**config.mk**
```make
export PLATFORM = sky130hd
export DESIGN_NAME = pattern_serializer
export DESIGN_NICKNAME = d
export VERILOG_FILES = /design/src/rtl/pattern_ser_pkg.sv /design/src/rtl/pattern_mem.sv /design/src/rtl/pattern_serializer.sv
export SDC_FILE = /design/constraint.sdc
export NUM_CORES = 1
export LEC_CHECK = 0
export CORE_UTILIZATION = 44
export DETAILED_ROUTE_END_ITERATION = 10
export PLACE_DENSITY_LB_ADDON = 0.15
export REMOVE_ABC_BUFFERS = 1
export SLEW_MARGIN = 20
export SYNTH_ARGS = -nofsm -noshare
export SYNTH_HDL_FRONTEND = slang
export SYNTH_SLANG_ARGS = --single-unit
```
**constraint.sdc**
```tcl
create_clock -name clk -period 3.3 [get_ports clk]
set_input_delay 0.66 -clock clk [delete_from_list [all_inputs] [get_ports clk]]
set_output_delay 0.66 -clock clk [all_outputs]
set_load 0.005 [all_outputs]
```
**src/rtl/pattern_ser_pkg.sv**
```systemverilog
// Shared types and defaults for the pattern serializer.
// The state enum includes StPar, which is only reached when SER_PARITY_EN is defined.
package pattern_ser_pkg;

    typedef enum logic [1:0] {StIdle, StRun, StPar} ser_state_e;

    localparam int unsigned DefWordW = 8;
    localparam int unsigned DefDepth = 16;

    // Bit counter must hold values 0..word_w inclusive.
    function automatic int unsigned bit_cnt_width(input int unsigned word_w);
        return $clog2(word_w + 1);
    endfunction

endpackage

```
**src/rtl/pattern_mem.sv**
```systemverilog
// DEPTH x WORD_W pattern register file: one synchronous write port, one combinational read port.
// Contents are deliberately not reset; out-of-range writes are dropped.
module pattern_mem #(
    parameter int unsigned WORD_W = 8,
    parameter int unsigned DEPTH  = 16,
    parameter int unsigned ADDR_W = $clog2(DEPTH)
) (
    input  logic              clk,
    input  logic              wr_en,
    input  logic [ADDR_W-1:0] wr_addr,
    input  logic [WORD_W-1:0] wr_data,
    input  logic [ADDR_W-1:0] rd_addr,
    output logic [WORD_W-1:0] rd_data
);

    logic [WORD_W-1:0] mem_q [DEPTH];

    always_ff @(posedge clk) begin
        if (wr_en && (int'(wr_addr) < int'(DEPTH))) begin
            mem_q[wr_addr] <= wr_data;
        end
    end

    always_comb begin
        rd_data = '0;
        if (int'(rd_addr) < int'(DEPTH)) begin
            rd_data = mem_q[rd_addr];
        end
    end

endmodule

```
**src/rtl/pattern_serializer.sv**
```systemverilog
// Streams words from an internal pattern memory one bit per clock, one-shot or looped.
// Define SER_PARITY_EN to append an even-parity bit to every word (word period WORD_W+1).
module pattern_serializer
    import pattern_ser_pkg::*;
#(
    parameter int unsigned WORD_W = DefWordW,
    parameter int unsigned DEPTH  = DefDepth,
    parameter int unsigned ADDR_W = $clog2(DEPTH)
) (
    input  logic              clk,
    input  logic              clear_n,
    input  logic              wr_en,
    input  logic [ADDR_W-1:0] wr_addr,
    input  logic [WORD_W-1:0] wr_data,
    input  logic              start,
    input  logic              stop,
    input  logic              loop,
    input  logic              msb_first,
    input  logic [ADDR_W-1:0] last_addr,
    output logic              sout,
    output logic              valid,
    output logic              busy,
    output logic              done,
    output logic [ADDR_W-1:0] cur_addr
);

    localparam int unsigned CntW = bit_cnt_width(WORD_W);

    ser_state_e        state_q, state_d;
    logic              sout_q, sout_d;
    logic              valid_q, valid_d;
    logic              done_q, done_d;
    logic [ADDR_W-1:0] cur_addr_q, cur_addr_d;
    logic [CntW-1:0]   bit_cnt_q, bit_cnt_d;
    logic [WORD_W-1:0] shift_q, shift_d;
    logic              loop_q, loop_d;
    logic              msb_q, msb_d;
    logic [ADDR_W-1:0] last_q, last_d;
    logic              stop_q, stop_d;
`ifdef SER_PARITY_EN
    logic              par_q, par_d;
`endif

    logic [ADDR_W-1:0] rd_addr;
    logic [WORD_W-1:0] rd_data;
    logic [ADDR_W-1:0] next_addr;
    logic [ADDR_W-1:0] last_clamped;
    logic              load;
    logic              word_end;
    logic              stop_any;

    pattern_mem #(
        .WORD_W (WORD_W),
        .DEPTH  (DEPTH),
        .ADDR_W (ADDR_W)
    ) u_mem (
        .clk     (clk),
        .wr_en   (wr_en),
        .wr_addr (wr_addr),
        .wr_data (wr_data),
        .rd_addr (rd_addr),
        .rd_data (rd_data)
    );

    assign last_clamped = (int'(last_addr) > int'(DEPTH) - 1) ? ADDR_W'(DEPTH - 1) : last_addr;

    always_comb begin
        state_d    = state_q;
        sout_d     = sout_q;
        valid_d    = valid_q;
        done_d     = 1'b0;
        cur_addr_d = cur_addr_q;
        bit_cnt_d  = bit_cnt_q;
        shift_d    = shift_q;
        loop_d     = loop_q;
        msb_d      = msb_q;
        last_d     = last_q;
        stop_d     = stop_q;
`ifdef SER_PARITY_EN
        par_d      = par_q;
`endif
        load       = 1'b0;
        word_end   = 1'b0;
        rd_addr    = '0;
        next_addr  = (cur_addr_q == last_q) ? '0 : cur_addr_q + ADDR_W'(1);
        // A stop seen on the final edge of a word still ends that word.
        stop_any   = stop_q | stop;

        unique case (state_q)
            StIdle: begin
                if (start) begin
                    state_d    = StRun;
                    load       = 1'b1;
                    cur_addr_d = '0;
                    loop_d     = loop;
                    msb_d      = msb_first;
                    last_d     = last_clamped;
                    stop_d     = 1'b0;
                end
            end
            StRun: begin
                stop_d = stop_any;
                if (bit_cnt_q != CntW'(WORD_W)) begin
                    sout_d    = msb_q ? shift_q[WORD_W-1] : shift_q[0];
                    shift_d   = msb_q ? (shift_q << 1) : (shift_q >> 1);
                    bit_cnt_d = bit_cnt_q + CntW'(1);
                end else begin
`ifdef SER_PARITY_EN
                    state_d = StPar;
                    sout_d  = par_q;
`else
                    word_end = 1'b1;
`endif
                end
            end
`ifdef SER_PARITY_EN
            StPar: begin
                stop_d   = stop_any;
                word_end = 1'b1;
            end
`endif
            default: state_d = StIdle;
        endcase

        if (word_end) begin
            if (stop_any || ((cur_addr_q == last_q) && !loop_q)) begin
                state_d   = StIdle;
                sout_d    = 1'b0;
                valid_d   = 1'b0;
                done_d    = 1'b1;
                bit_cnt_d = '0;
                shift_d   = '0;
                stop_d    = 1'b0;
            end else begin
                state_d    = StRun;
                load       = 1'b1;
                cur_addr_d = next_addr;
                rd_addr    = next_addr;
            end
        end

        // Word load registers its first bit immediately, so there is no bubble.
        if (load) begin
            sout_d    = msb_d ? rd_data[WORD_W-1] : rd_data[0];
            shift_d   = msb_d ? (rd_data << 1) : (rd_data >> 1);
            bit_cnt_d = CntW'(1);
            valid_d   = 1'b1;
`ifdef SER_PARITY_EN
            par_d     = ^rd_data;
`endif
        end
    end

    always_ff @(posedge clk or negedge clear_n) begin
        if (!clear_n) begin
            state_q    <= StIdle;
            sout_q     <= 1'b0;
            valid_q    <= 1'b0;
            done_q     <= 1'b0;
            cur_addr_q <= '0;
            bit_cnt_q  <= '0;
            shift_q    <= '0;
            loop_q     <= 1'b0;
            msb_q      <= 1'b0;
            last_q     <= '0;
            stop_q     <= 1'b0;
`ifdef SER_PARITY_EN
            par_q      <= 1'b0;
`endif
        end else begin
            state_q    <= state_d;
            sout_q     <= sout_d;
            valid_q    <= valid_d;
            done_q     <= done_d;
            cur_addr_q <= cur_addr_d;
            bit_cnt_q  <= bit_cnt_d;
            shift_q    <= shift_d;
            loop_q     <= loop_d;
            msb_q      <= msb_d;
            last_q     <= last_d;
            stop_q     <= stop_d;
`ifdef SER_PARITY_EN
            par_q      <= par_d;
`endif
        end
    end

    assign sout     = sout_q;
    assign valid    = valid_q;
    assign busy     = (state_q != StIdle);
    assign done     = done_q;
    assign cur_addr = cur_addr_q;

endmodule

```
* Word-level counts from Yosys, hierarchy flattened *
Memory sizes are Yosys's and may differ from the RTL's.
Cells that the tools add are included.
Widths: inputs -> output; s select.

word-level totals
  memories kept = 1
  output and inout bits = 8
  register bits after elaboration = 28
  memory bits (writable) = 128

memories
  name         words  width  rd ports  clocked after memory_dff  wr ports  line               source
  u_mem.mem_q  16     8      1         0                         1         pattern_mem.sv:16  logic [WORD_W-1:0] mem_q [DEPTH];

operators by class
  add/sub/neg operators = 2
  bitwise gates (word level) = 1
  multiplexer cells = 49
  eq/ne operators = 5
  reduce and logical (&&, ||, !) cells = 10

operators with widths
  operator             count
  $mux 8               7
  $mux 4               12
  $mux 1               26
  $add 4x1->4 const B  2
  $reduce_and 2->1     3
  $reduce_bool 2->1    3
  $eq 4x4->1           1
  $mux 2               2
  $ne 4x4->1 const B   1
  $pmux 2 s2           1
  $ne 3x3->1 const B   1
  $eq 2x1->1 const B   1
  $logic_not 2->1      1
  $ne 2x2->1 const B   1
  $pmux 1 s2           1
  $logic_and 1x1->1    1
  $logic_not 1->1      1
  $logic_or 1x1->1     1
  $or 1x1->1           1

* Longest topological paths before layout *
An unclocked memory read counts as a cell.

  depth in word-level cells = 8
  mapped depth = 11

* Modules after synthesis *
From an unflattened synthesis, not the netlist that was laid out.

second synthesis, totals
  cells, all modules = 414
  area, all modules = 6756.5 µm²

modules (own cells, without submodules)
  module              area each (µm²)  cells an instance  seq. area each (µm²)  instances
  pattern_mem         4987.3           221                3843.7                1
  pattern_serializer  1769.2           193                675.6                 1

* Worst setup path after synthesis *
Ideal clock, no wire load.

  kind = input port to flip-flop
  start point = input port stop
  end point = register shift_q[0]
  arrival time = 2.916 ns
  stages on the path = 8
  setup slack = 0.258 ns
  cell sequence = or2_1 > or3_1 > buf_2 > nor2_4 > mux2_2 > a221o_1 > a311o_1 > a221o_1

between the ends
  cells in the longest elaborated chain, start to end = 7
  elaborated cells between the ends (all ways) = 11
  those cells by class = mux: 8; bitwise: 1; reduce/logical: 1; memory: 1

ends and longest elaborated chain
  what                    line                       source
  start: declaration      pattern_serializer.sv:16   input logic stop,
  $or 1x1->1 (*)          pattern_serializer.sv:87   stop_any = stop_q | stop;
  $logic_or 1x1->1 (*)    pattern_serializer.sv:126  if (stop_any || ((cur_addr_q == last_q) && !loop_q)) begin
  $mux 4                  pattern_serializer.sv:126
  $mux 4                  pattern_serializer.sv:125  if (word_end) begin
  $mem_v2 16x8            --
  $mux 8                  pattern_serializer.sv:145  shift_d = msb_d ? (rd_data << 1) : (rd_data >> 1);
  $mux 8 (*)              pattern_serializer.sv:143  if (load) begin
  via shift_d[0]          pattern_serializer.sv:35   logic [WORD_W-1:0] shift_q, shift_d;
  end signal: assignment  pattern_serializer.sv:177  shift_q <= shift_d;
  end: declaration        pattern_serializer.sv:35

Mark *: on every way through the listed nets, which the timed path passes. The rest lies on a longest branch.
A chain may end at the register's enable or synchronous reset.

* Final worst setup path *
Same ends and word-level chain as after synthesis.

==> flow_summary_export.csv <==
group,metric,value,unit
worst_setup_path,path_max_fanout,3,
min_path,min_from,"loop_q$_DFFE_PN0P_",
die,fp.dieW,126.1,um
timing,slew_violations,0,
worst_setup_path,worstPathRequired,3.62,ns
route,vias,4372,
job,cap_violations,0,
placed_design,post-place-ws,-0.02979,ns
route,drc,0,
route,drtIter0Drc,368,
grt,grt_overflow_total,0,
clocking,cts_tree,"built",
min_path,hp-class,"reg2reg",
worst_setup_path,cp.arrival,3.23,ns
pwr,power_density,726.5,nW/um2
timing,fin_crit,2.912,ns
die,std_cell_rows,44,
route,dr.pass1.iters,5,
timing,fin_ws,0.3885,ns
clocking,cts.sinks,155,
layout,final_common_cell,"edfxtp_1",
synth,yosys.area_share.adder,0.5542,%
synth,synth_xor_xnor_area_share,1.164,%
clocking,cts_buffer_depth,2,
timing,timing.fmax,343.5,MHz
worst_setup_path,r2r-start,"bit_cnt_q[0]$_DFF_PN0_",
synth,synthCells,484,
layout,final_cell_mix,"edfxtp_1, nor2_1, buf_4, a21oi_1, mux2i_1",
die,io_pins,31,
timing,rsz0062_at_grt,"no",
min_path,holdPathEnd,"loop_q$_DFFE_PN0P_",
route,routed_wl,16.17,mm
layout,nets,572,
clocking,clk_latency,0.44,ns
clocking,path_clk_slew,0.06,ns
synth,synth.area.mux_share,9.219,%
timing,worstMarginPinSlew,0.7869,ns
synth,synth_warnings,0,
layout,area_growth,19.97,%
timing,relSlewSlack,47.35,%
layout,multi_input_area,2092,um2
die,core_area,14750,um2
die,dieArea,15890,um2
worst_setup_path,reg2reg_to,"shift_q[0]$_DFF_PN0_",
clocking,root_buffer,"clkbuf_16",
route,viasPerCell,5.884,
clocking,cts_setup_buffers,0,
pwr,vdd_drop_max,0.4224,mV
worst_setup_path,cp-end-kind,"flop",
synth,synth_top_family_by_area,"simple AND/OR/NAND/NOR gates",
grt,grt_max_degree,47,
synth,synth-simple-area-share,10.27,%
synth,synthFlopType,"edfxtp_1",
layout,antenna_cells,0,
clocking,hold_buffers,0,
placed_design,dp_hpwl,10.69,mm
timing,hold_ws,0.5145,ns
clocking,h-tree-depth,4,
layout,register_area,4521,um2
worst_setup_path,criticalPathCategory,"in2reg",
timing,finClkSkew,0.007696,ns
min_path,worstHoldPathCells,1,
layout,drive_gt1_share,17.89,%
worst_setup_path,reg2reg_slack,0.44,ns
timing,finalSetupViolCount,0,
grt,antenna_found_initial,0,
grt,grt_first_pass_wirelength,25.38,mm
synth,postSynth.asyncResetShare,17.42,%
die,die_h,126.1,um
worst_setup_path,rr_worst_depth,9,
synth,seq_area_frac_synth,66.73,%
clocking,numCtsBuffers,17,
synth,synthesis.area,6773,um2
status,status,"finished clean",
timing,final_hold_viol_count,0,
clocking,postCtsResizedCells,0,
synth,syn_avg_cell_area,13.99,um2
synth,synth-edff-count,128,
worst_setup_path,slowest_delay,0.43,ns
worst_setup_path,cp-start-kind,"primary input",
synth,ys_seq_elements,155,
worst_setup_path,worst_path_most_repeated_cell,"a221o_1",
layout,fillers,1213,
worst_setup_path,worstPathCellList,"clkdlybuf4s50_1 -> or2_1 -> or3_1 -> nor2_4 -> mux2_2 -> a221o_1 -> a311o_1 -> a221o_1",
pwr,p_leak,0.002870,uW
route,ant_nets,0,
grt,grt_pass1_vias,4433,
synth,synth-compound-area-share,9.680,%
route,wl_per_cell,21.76,um
placed_design,portBuffers,30,
synth,synth.distinct_cells,61,
grt,track_usage,22.10,%
placed_design,gp_congestion,0.9094,
die,start_util,45.90,%
worst_setup_path,cp_slowest_cell,"clkdlybuf4s50_1",
timing,post-route-period-util,88.23,%
## state kept, by name, summed over array words and instances (netlist names)
name         count
u_mem.mem_q    128
shift_q          8
bit_cnt_q        4
cur_addr         4
last_q           4
done             1
loop_q           1
msb_q            1
sout             1
state_q          1
stop_q           1
valid            1
## worst max-delay path, delay by kind of cell
kind / cells / cell delay, ns
mux: 1 / 0.34
compound gates: 3 / 0.99
buf+inv: 1 / 0.43
simple gates: 3 / 0.79
## layer usage
layer | up-vias | share of wire [%] | GRT usage [%]
li1 | 2011 | - | -
met1 | 2171 | 45 | 28.77
met2 | 158 | 47 | 35.10
met3 | 32 | 5.3 | 4.800
met4 | 0 | 2.7 | 11.06
met5 | - | 0 | 0
## logic make-up (layout without fill, tap and decap cells)
logic type                 count (synthesis)  count (layout)
AOI/OAI and AO/OA                         94              94
xor gates and xnor gates                   9               9
adders and majority gates                  3               3
buffers and inverters                     35             110
DFF                                      155             155
muxes                                     51              51
and+or+nand+nor                          137             137
## synthesized netlist by cell type (5+ instances only)
cell,count,area (um2)
o221ai_1,5,43.79
clkbuf_1,16,60.06
dfrtp_1,27,675.7
mux4_2,8,180.2
nand2_1,19,71.32
nand2b_1,8,50.05
inv_1,8,30.03
edfxtp_1,128,3844
nor2_1,46,172.7
mux2i_1,32,320.3
buf_2,6,30.03
nor3_1,17,85.08
or3_1,5,31.28
mux2_2,11,123.9
o22ai_1,5,31.28
xnor2_1,5,43.79
and3_1,5,31.28
nand3_1,7,35.03
a21oi_1,32,160.2
o21ai_0,8,40.04
## worst max path at each step
| stage | slack [ns] | end | cells past startpoint | start |
|---|---|---|---|---|
| 2_1_floorplan | -0.79 | shift_q[0]$_DFF_PN0_ | 6 | cur_addr[0]$_DFF_PN0_ |
| 3_3_place_gp | -0.009 | shift_q[0]$_DFF_PN0_ | 8 | stop |
| 3_5_place_dp | -0.03 | shift_q[0]$_DFF_PN0_ | 8 | stop |
| 6_report | 0.39 | shift_q[0]$_DFF_PN0_ | 8 | stop |
| 5_1_grt | 0.29 | shift_q[0]$_DFF_PN0_ | 9 | bit_cnt_q[0]$_DFF_PN0_ |
| 4_1_cts | 0.41 | shift_q[0]$_DFF_PN0_ | 8 | stop |
## layout make-up
type,count,share of cell area (%)
flip-flops and latches,155,55.64
multi-input cells,294,25.75
repair buffers,70,7.853
clock buffers,18,5.282
well taps,184,2.833
clock inverters,14,2.279
inverters,8,0.3696
## report_power, final
group	internal, uW	leakage (uW)	switching, uW
clock network	1210	0.000296	831
logic	637	0.00108	798
registers	2280	0.00150	149
total	4120	0.00287	1780
## through the flow
stage               total power, uW    TNS, ns  cell area [um2]  std cells  util, %
floorplan                      3355     -5.224             6641        457        -
global placement               3888  -0.008717             7511        711    50.91
detailed placement             3905   -0.03256             7511        711    50.91
CTS                            5939          0             8125        743    55.07
global route                   6164          0             8125        743    55.07
finish                         5903          0             8125        743    55.07
No activity file was read; power rests on OpenSTA's default activity.
